### src/rtl/univ_shift_reg_burst_if.sv
// Command/status bundle for the universal shift register with burst sequencer.
// The master drives commands and serial inputs; the slave (the register) returns Q and the handshake.
interface univ_shift_reg_burst_if #(
    parameter int unsigned WIDTH = 8,
    parameter int unsigned CNT_W = 4
);
    logic             EN;
    logic [2:0]       MODE;
    logic [WIDTH-1:0] D;
    logic             SL;
    logic             SR;
    logic             START;
    logic [CNT_W-1:0] CNT;
    logic [WIDTH-1:0] Q;
    logic             SO_R;
    logic             SO_L;
    logic             BUSY;
    logic             DONE;

    modport master (
        output EN, MODE, D, SL, SR, START, CNT,
        input  Q, SO_R, SO_L, BUSY, DONE
    );

    modport slave (
        input  EN, MODE, D, SL, SR, START, CNT,
        output Q, SO_R, SO_L, BUSY, DONE
    );
endinterface

### src/rtl/univ_shift_reg_burst.sv
// WIDTH-bit universal shift register (8 modes) with an autonomous N-position burst sequencer.
// A START with a shift-class mode latches MODE/CNT; the burst then runs with BUSY high and ends with a one-cycle DONE.
module univ_shift_reg_burst #(
    parameter int unsigned WIDTH = 8,
    parameter int unsigned CNT_W = 4
) (
    input logic CP,
    input logic CR,
    univ_shift_reg_burst_if.slave bus
);
    typedef enum logic [1:0] {IDLE, RUN, FIN} state_t;

    state_t           state_q, state_d;
    logic [WIDTH-1:0] q_q, q_d;
    logic [2:0]       mode_q, mode_d;
    logic [CNT_W-1:0] rem_q, rem_d;
    logic             busy_q, busy_d;
    logic             done_q, done_d;

    function automatic logic is_shift(input logic [2:0] m);
        return (m == 3'b001) || (m == 3'b010) || (m == 3'b100) ||
               (m == 3'b101) || (m == 3'b110);
    endfunction

    function automatic logic [WIDTH-1:0] apply_mode(
        input logic [2:0]       m,
        input logic [WIDTH-1:0] q,
        input logic [WIDTH-1:0] d,
        input logic             sl,
        input logic             sr
    );
        logic [WIDTH-1:0] r;
        case (m)
            3'b001:  r = {sr, q[WIDTH-1:1]};
            3'b010:  r = {q[WIDTH-2:0], sl};
            3'b011:  r = d;
            3'b100:  r = {q[0], q[WIDTH-1:1]};
            3'b101:  r = {q[WIDTH-2:0], q[WIDTH-1]};
            3'b110:  r = {q[WIDTH-1], q[WIDTH-1:1]};
            3'b111:  r = '0;
            default: r = q;
        endcase
        return r;
    endfunction

    always_comb begin
        state_d = state_q;
        q_d     = q_q;
        mode_d  = mode_q;
        rem_d   = rem_q;
        busy_d  = 1'b0;
        done_d  = 1'b0;
        case (state_q)
            IDLE: begin
                if (bus.START && is_shift(bus.MODE)) begin
                    mode_d = bus.MODE;
                    rem_d  = bus.CNT;
                    if (bus.CNT == '0) begin
                        state_d = FIN;
                        done_d  = 1'b1;
                    end else begin
                        state_d = RUN;
                        busy_d  = 1'b1;
                    end
                end else if (bus.EN) begin
                    q_d = apply_mode(bus.MODE, q_q, bus.D, bus.SL, bus.SR);
                end
            end
            RUN: begin
                // Exit on rem==1 so the down-counter never wraps below zero.
                q_d   = apply_mode(mode_q, q_q, bus.D, bus.SL, bus.SR);
                rem_d = rem_q - CNT_W'(1);
                if (rem_q == CNT_W'(1)) begin
                    state_d = FIN;
                    done_d  = 1'b1;
                end else begin
                    busy_d = 1'b1;
                end
            end
            default: state_d = IDLE;
        endcase
    end

    always_ff @(posedge CP or posedge CR) begin
        if (CR) begin
            state_q <= IDLE;
            q_q     <= '0;
            mode_q  <= '0;
            rem_q   <= '0;
            busy_q  <= 1'b0;
            done_q  <= 1'b0;
        end else begin
            state_q <= state_d;
            q_q     <= q_d;
            mode_q  <= mode_d;
            rem_q   <= rem_d;
            busy_q  <= busy_d;
            done_q  <= done_d;
        end
    end

    assign bus.Q    = q_q;
    assign bus.SO_R = q_q[0];
    assign bus.SO_L = q_q[WIDTH-1];
    assign bus.BUSY = busy_q;
    assign bus.DONE = done_q;
endmodule

### src/flat_wrapper.sv
// flat-port wrapper written by rule: the top's interface ports become plain ports
module univ_shift_reg_burst_flat 
#(
    parameter int unsigned WIDTH = 8,
    parameter int unsigned CNT_W = 4
)
  (CP, CR, bus_EN, bus_MODE, bus_D, bus_SL, bus_SR, bus_START, bus_CNT, bus_Q, bus_SO_R, bus_SO_L, bus_BUSY, bus_DONE);
  univ_shift_reg_burst_if #(.WIDTH(WIDTH), .CNT_W(CNT_W)) bus_i ();
  input logic CP;
  input logic CR;
  input wire logic [$bits(bus_i.EN)-1:0] bus_EN;
  input wire logic [$bits(bus_i.MODE)-1:0] bus_MODE;
  input wire logic [$bits(bus_i.D)-1:0] bus_D;
  input wire logic [$bits(bus_i.SL)-1:0] bus_SL;
  input wire logic [$bits(bus_i.SR)-1:0] bus_SR;
  input wire logic [$bits(bus_i.START)-1:0] bus_START;
  input wire logic [$bits(bus_i.CNT)-1:0] bus_CNT;
  output wire logic [$bits(bus_i.Q)-1:0] bus_Q;
  output wire logic [$bits(bus_i.SO_R)-1:0] bus_SO_R;
  output wire logic [$bits(bus_i.SO_L)-1:0] bus_SO_L;
  output wire logic [$bits(bus_i.BUSY)-1:0] bus_BUSY;
  output wire logic [$bits(bus_i.DONE)-1:0] bus_DONE;
  assign bus_i.EN = bus_EN;
  assign bus_i.MODE = bus_MODE;
  assign bus_i.D = bus_D;
  assign bus_i.SL = bus_SL;
  assign bus_i.SR = bus_SR;
  assign bus_i.START = bus_START;
  assign bus_i.CNT = bus_CNT;
  assign bus_Q = bus_i.Q;
  assign bus_SO_R = bus_i.SO_R;
  assign bus_SO_L = bus_i.SO_L;
  assign bus_BUSY = bus_i.BUSY;
  assign bus_DONE = bus_i.DONE;
  univ_shift_reg_burst #(.WIDTH(WIDTH), .CNT_W(CNT_W)) u_core (.CP(CP), .CR(CR), .bus(bus_i));
endmodule
### config.mk
export PLATFORM = sky130hd
export DESIGN_NAME = univ_shift_reg_burst_flat
export DESIGN_NICKNAME = d
export VERILOG_FILES = /design/src/rtl/univ_shift_reg_burst_if.sv /design/src/rtl/univ_shift_reg_burst.sv /design/src/flat_wrapper.sv
export SDC_FILE = /design/constraint.sdc
export NUM_CORES = 1
export LEC_CHECK = 0
export ABC_AREA = 1
export CORE_AREA = 4 4 59 61
export CTS_CLUSTER_SIZE = 28
export DETAILED_ROUTE_END_ITERATION = 12
export DIE_AREA = 0 0 63 65
export PLACE_DENSITY = 0.81
export SLEW_MARGIN = 20
export SYNTH_ARGS = -nofsm -noshare
export SYNTH_HDL_FRONTEND = slang
export SYNTH_SLANG_ARGS = --single-unit
### constraint.sdc
create_clock -name CP -period 1.7 [get_ports CP]
set_input_delay 0.51 -clock CP [delete_from_list [all_inputs] [get_ports CP]]
set_output_delay 0.51 -clock CP [all_outputs]
set_load 0.05 [all_outputs]
==> flow_summary.json <==
{
  "arrival_time_reported_for_the_critical_path_endpoint_ns": 1.86,
  "layout-area-overhead-vs-synth_pct": 40.8,
  "synth-xor-area-share": 0,
  "tot_gr_track_use": 0.182,
  "power.density_cell_area_nw_per_um2": 1950,
  "timing.final.crit_share": 0.948,
  "worst_skew_pair_latency_ns": 0.30,
  "finalSetupViolCount": 0,
  "detailroute.via_count": 1565,
  "cts_buf_count": 3,
  "rsz_0062_raised_after_global_routing": "false",
  "clk_pin_slew_worst_paths_ns": 0.11,
  "synth_mux_area_frac": 0,
  "sequential_cell_area_um2": 475,
  "finish.net_count": 282,
  "post_drt_via_cell_ratio": 5.38,
  "drc": 0,
  "count_of_antenna_diodes_in_the_layout": 0,
  "num-fill-cells": 257,
  "worst_slew_margin_rel": 0.633,
  "clock_tree_from_tritoncts": "built",
  "min-delay-path-class": "in -> async",
  "grt_start_max_net_pins": 22,
  "detailed_place.area_um2": 1960,
  "drt_wl_total_um": 3680,
  "multiInputGateArea_um2": 842,
  "compound_gate_portion_of_the_synthesized_area": 0.113,
  "ys_seq_elements": 19,
  "synthesis.area_per_instance_um2": 6.58,
  "detail-route-antenna-nets": 0,
  "wl_per_cell_um": 12.6,
  "critical_path.most_common_cell": "nand2_1",
  "die_y_um": 65,
  "wire_length_of_the_first_global_routing_pass_um": 6040,
  "max-vdd-ir-drop_mv": 0.967,
  "report.final.hold_viol_count": 0,
  "start_kind": "input pin",
  "ys_warn_count": 0,
  "floorplan.initialDensity": 0.475,
  "routabilityCongestion": 0.878,
  "globalRouteMet1Util": 0.242,
  "use_met3": 0.0191,
  "synthesized_cell_area_um2": 1420,
  "boundaryPins": 33,
  "timing.critical_path.slowest_stage_cell": "clkdlybuf4s50_1",
  "dr.pass1.iters": 4,
  "power_leakage_nw": 0.954,
  "post_synth_num_cell_types": 25,
  "htreeDepth": 1,
  "final_util": 0.669,
  "post_route_cells_drive_above_1_share": 0.171,
  "final_period_demand_of_the_worst_path_ns": 1.61,
  "hpwlAfterDp_um": 2830,
  "fin_worst_hold_slack_ns": 0.523,
  "postSynthCellCount": 215,
  "cap_viol_max_count": 0,
  "grt.busiest_layer": "met2",
  "final_design_area_no_fill_um2": 1990,
  "hold_buf_count_cts": 0,
  "yosys.area_share.adder": 0.0177,
  "timing.setup.critical_path_class": "in -> reg",
  "result_of_the_run": "completed",
  "number_of_antenna_violations_at_the_first_check_in_global_routing": 0,
  "tritoncts_num_sinks": 19,
  "crit_fanout": 7,
  "cp_cell_sequence": "clkdlybuf4s50_1, buf_4, nand3_1, nand2_1, nand2_1, nand3_1, nand2_1, nand2_1, nand2_1, nand2_1",
  "fmax_ghz": 0.620,
  "grt_pass1_vias": 1400,
  "die-area_um2": 4100,
  "cts-root-to-sink-buffers": 2,
  "initial_drc_count": 104,
  "num_rows": 20,
  "crit_required_ns": 1.95,
  "cp_slowest_stage_delay_ns": 0.53,
  "slew_of_the_pin_with_the_lowest_slew_margin_ns": 0.546,
  "timing.final.max_slew_violations": 0,
  "syn_nets": 238,
  "largest_family_of_logic_cells_by_synthesized_area": "simple AND/OR/NAND/NOR gates",
  "setup.worst_path.end_class": "flop",
  "finClkSkew_ns": 0.00114,
  "grt.met2_usage": 0.312,
  "placeable_core_region_um2": 2980,
  "port_buffers": 32,
  "leftover_overflow_at_the_end_of_global_routing": 0,
  "post_synth_and_or_nand_nor_area_fraction": 0.460,
  "sequential_fraction_of_the_synthesis_area": 0.336,
  "clockRootBuffer": "clkbuf_4",
  "die_w_um": 63
}
metrics by stage:
stage | worst slack (ns) | cells | TNS [ns] | total power [mW]
after global routing | 0.00817 | 291 | 0 | 4.22
after detailed placement | -0.404 | 287 | -5.50 | 3.65
after floorplan | 0.214 | 215 | 0 | 2.63
final | 0.0882 | 291 | 0 | 3.89
after global placement | -0.335 | 287 | -4.81 | 3.59
after CTS | 0.0310 | 291 | 0 | 3.90
placed cells by master, fill, tap and decap left out, drive strengths merged:
cell	instances
a21oi	11
dfrtp	19
nand3	28
nand4	9
a31oi	2
o21ai	17
nor2	15
nand2	84
clkbuf	3
and2	1
clkinv	1
ha	2
dlymetal6s2s	1
or2	1
inv	19
o211ai	1
nor4	1
clkdlybuf4s50	18
dlygate4sd2	1
buf	24
what timing repair did:
action / in CTS / in global routing
gates resized for setup: 3 / 2
buffers inserted: 0 / 0
endpoints found under the setup margin: 10 / 7
critical path, delay by kind of cell:
family / cells / cell delay, ns
simple gates: 8 / 0.69
buf+inv: 2 / 0.66
report_power, final:
part | switching [mW] | total (mW) | leakage [nW] | internal, mW
sequential | 0.314 | 0.992 | 0.236 | 0.678
clock | 0.149 | 0.237 | 0.0177 | 0.0877
combinational | 1.57 | 2.66 | 0.700 | 1.10
total | 2.03 | 3.89 | 0.954 | 1.86
cell type report:
| cell class | count | share of cell area |
|---|---|---|
| clock buffer | 3 | 0.0113 |
| inverter | 19 | 0.0371 |
| timing repair buffer | 44 | 0.267 |
| clock inverter | 1 | 0.00251 |
| tap | 33 | 0.0207 |
| sequential | 19 | 0.239 |
| multi-input combinational | 172 | 0.423 |
synthesized netlist by cell type:
library cell	n	area, um2
buf_4	3	22.5
a31oi_1	2	12.5
and2_4	1	8.76
nor2_1	11	41.3
or2_2	1	6.26
nor2_2	2	12.5
o21ai_1	2	10.0
nand4_1	9	56.3
clkbuf_1	2	7.51
nand3_4	1	17.5
nand2_2	2	12.5
dfrtp_1	19	475
nand2_4	2	22.5
a21oi_1	11	55.1
nor2_4	1	11.3
nor2_8	1	20.0
inv_1	17	63.8
o211ai_1	1	7.51
nor4_1	1	6.26
inv_2	1	3.75
nand2_1	80	300
ha_1	2	25.0
inv_4	1	6.26
o21ai_0	15	75.1
nand3_1	27	135
metal layers:
metal,wire length (um),vias to the layer above
li1,-,797
met1,1640,708
met2,1770,56
met3,232,4
met4,36,0
met5,0,-
cell families after synthesis:
logic type               count (synthesis)
flip-flops                              19
AO/OA/AOI/OAI                           31
buffers and inverters                   24
AND/OR/NAND/NOR                        139
adder cells (fa/ha/maj)                  2
final timing paths:
check	startpoint	to	slack, ns	cells after the start
max in group asynchronous	CR	u_core.bus.Q[1]	0.97	3
max	bus_MODE[0]	u_core.bus.Q[7]	0.09	10
min reg2reg	u_core.mode_q[0]	u_core.mode_q[0]	0.59	2
max reg2reg	u_core.mode_q[2]	u_core.bus.Q[7]	0.32	9
min in group CP	u_core.mode_q[0]	u_core.mode_q[0]	0.59	2
min	CR	u_core.bus.Q[6]	0.52	3
flip-flops by register name, summed over array words and instances (netlist names):
| register | flops |
|---|---|
| u_core.bus.BUSY | 1 |
| u_core.bus.DONE | 1 |
| u_core.bus.Q | 8 |
| u_core.mode_q | 3 |
| u_core.rem_q | 4 |
| u_core.state_q | 2 |
Power figures use the tool's default switching activity.
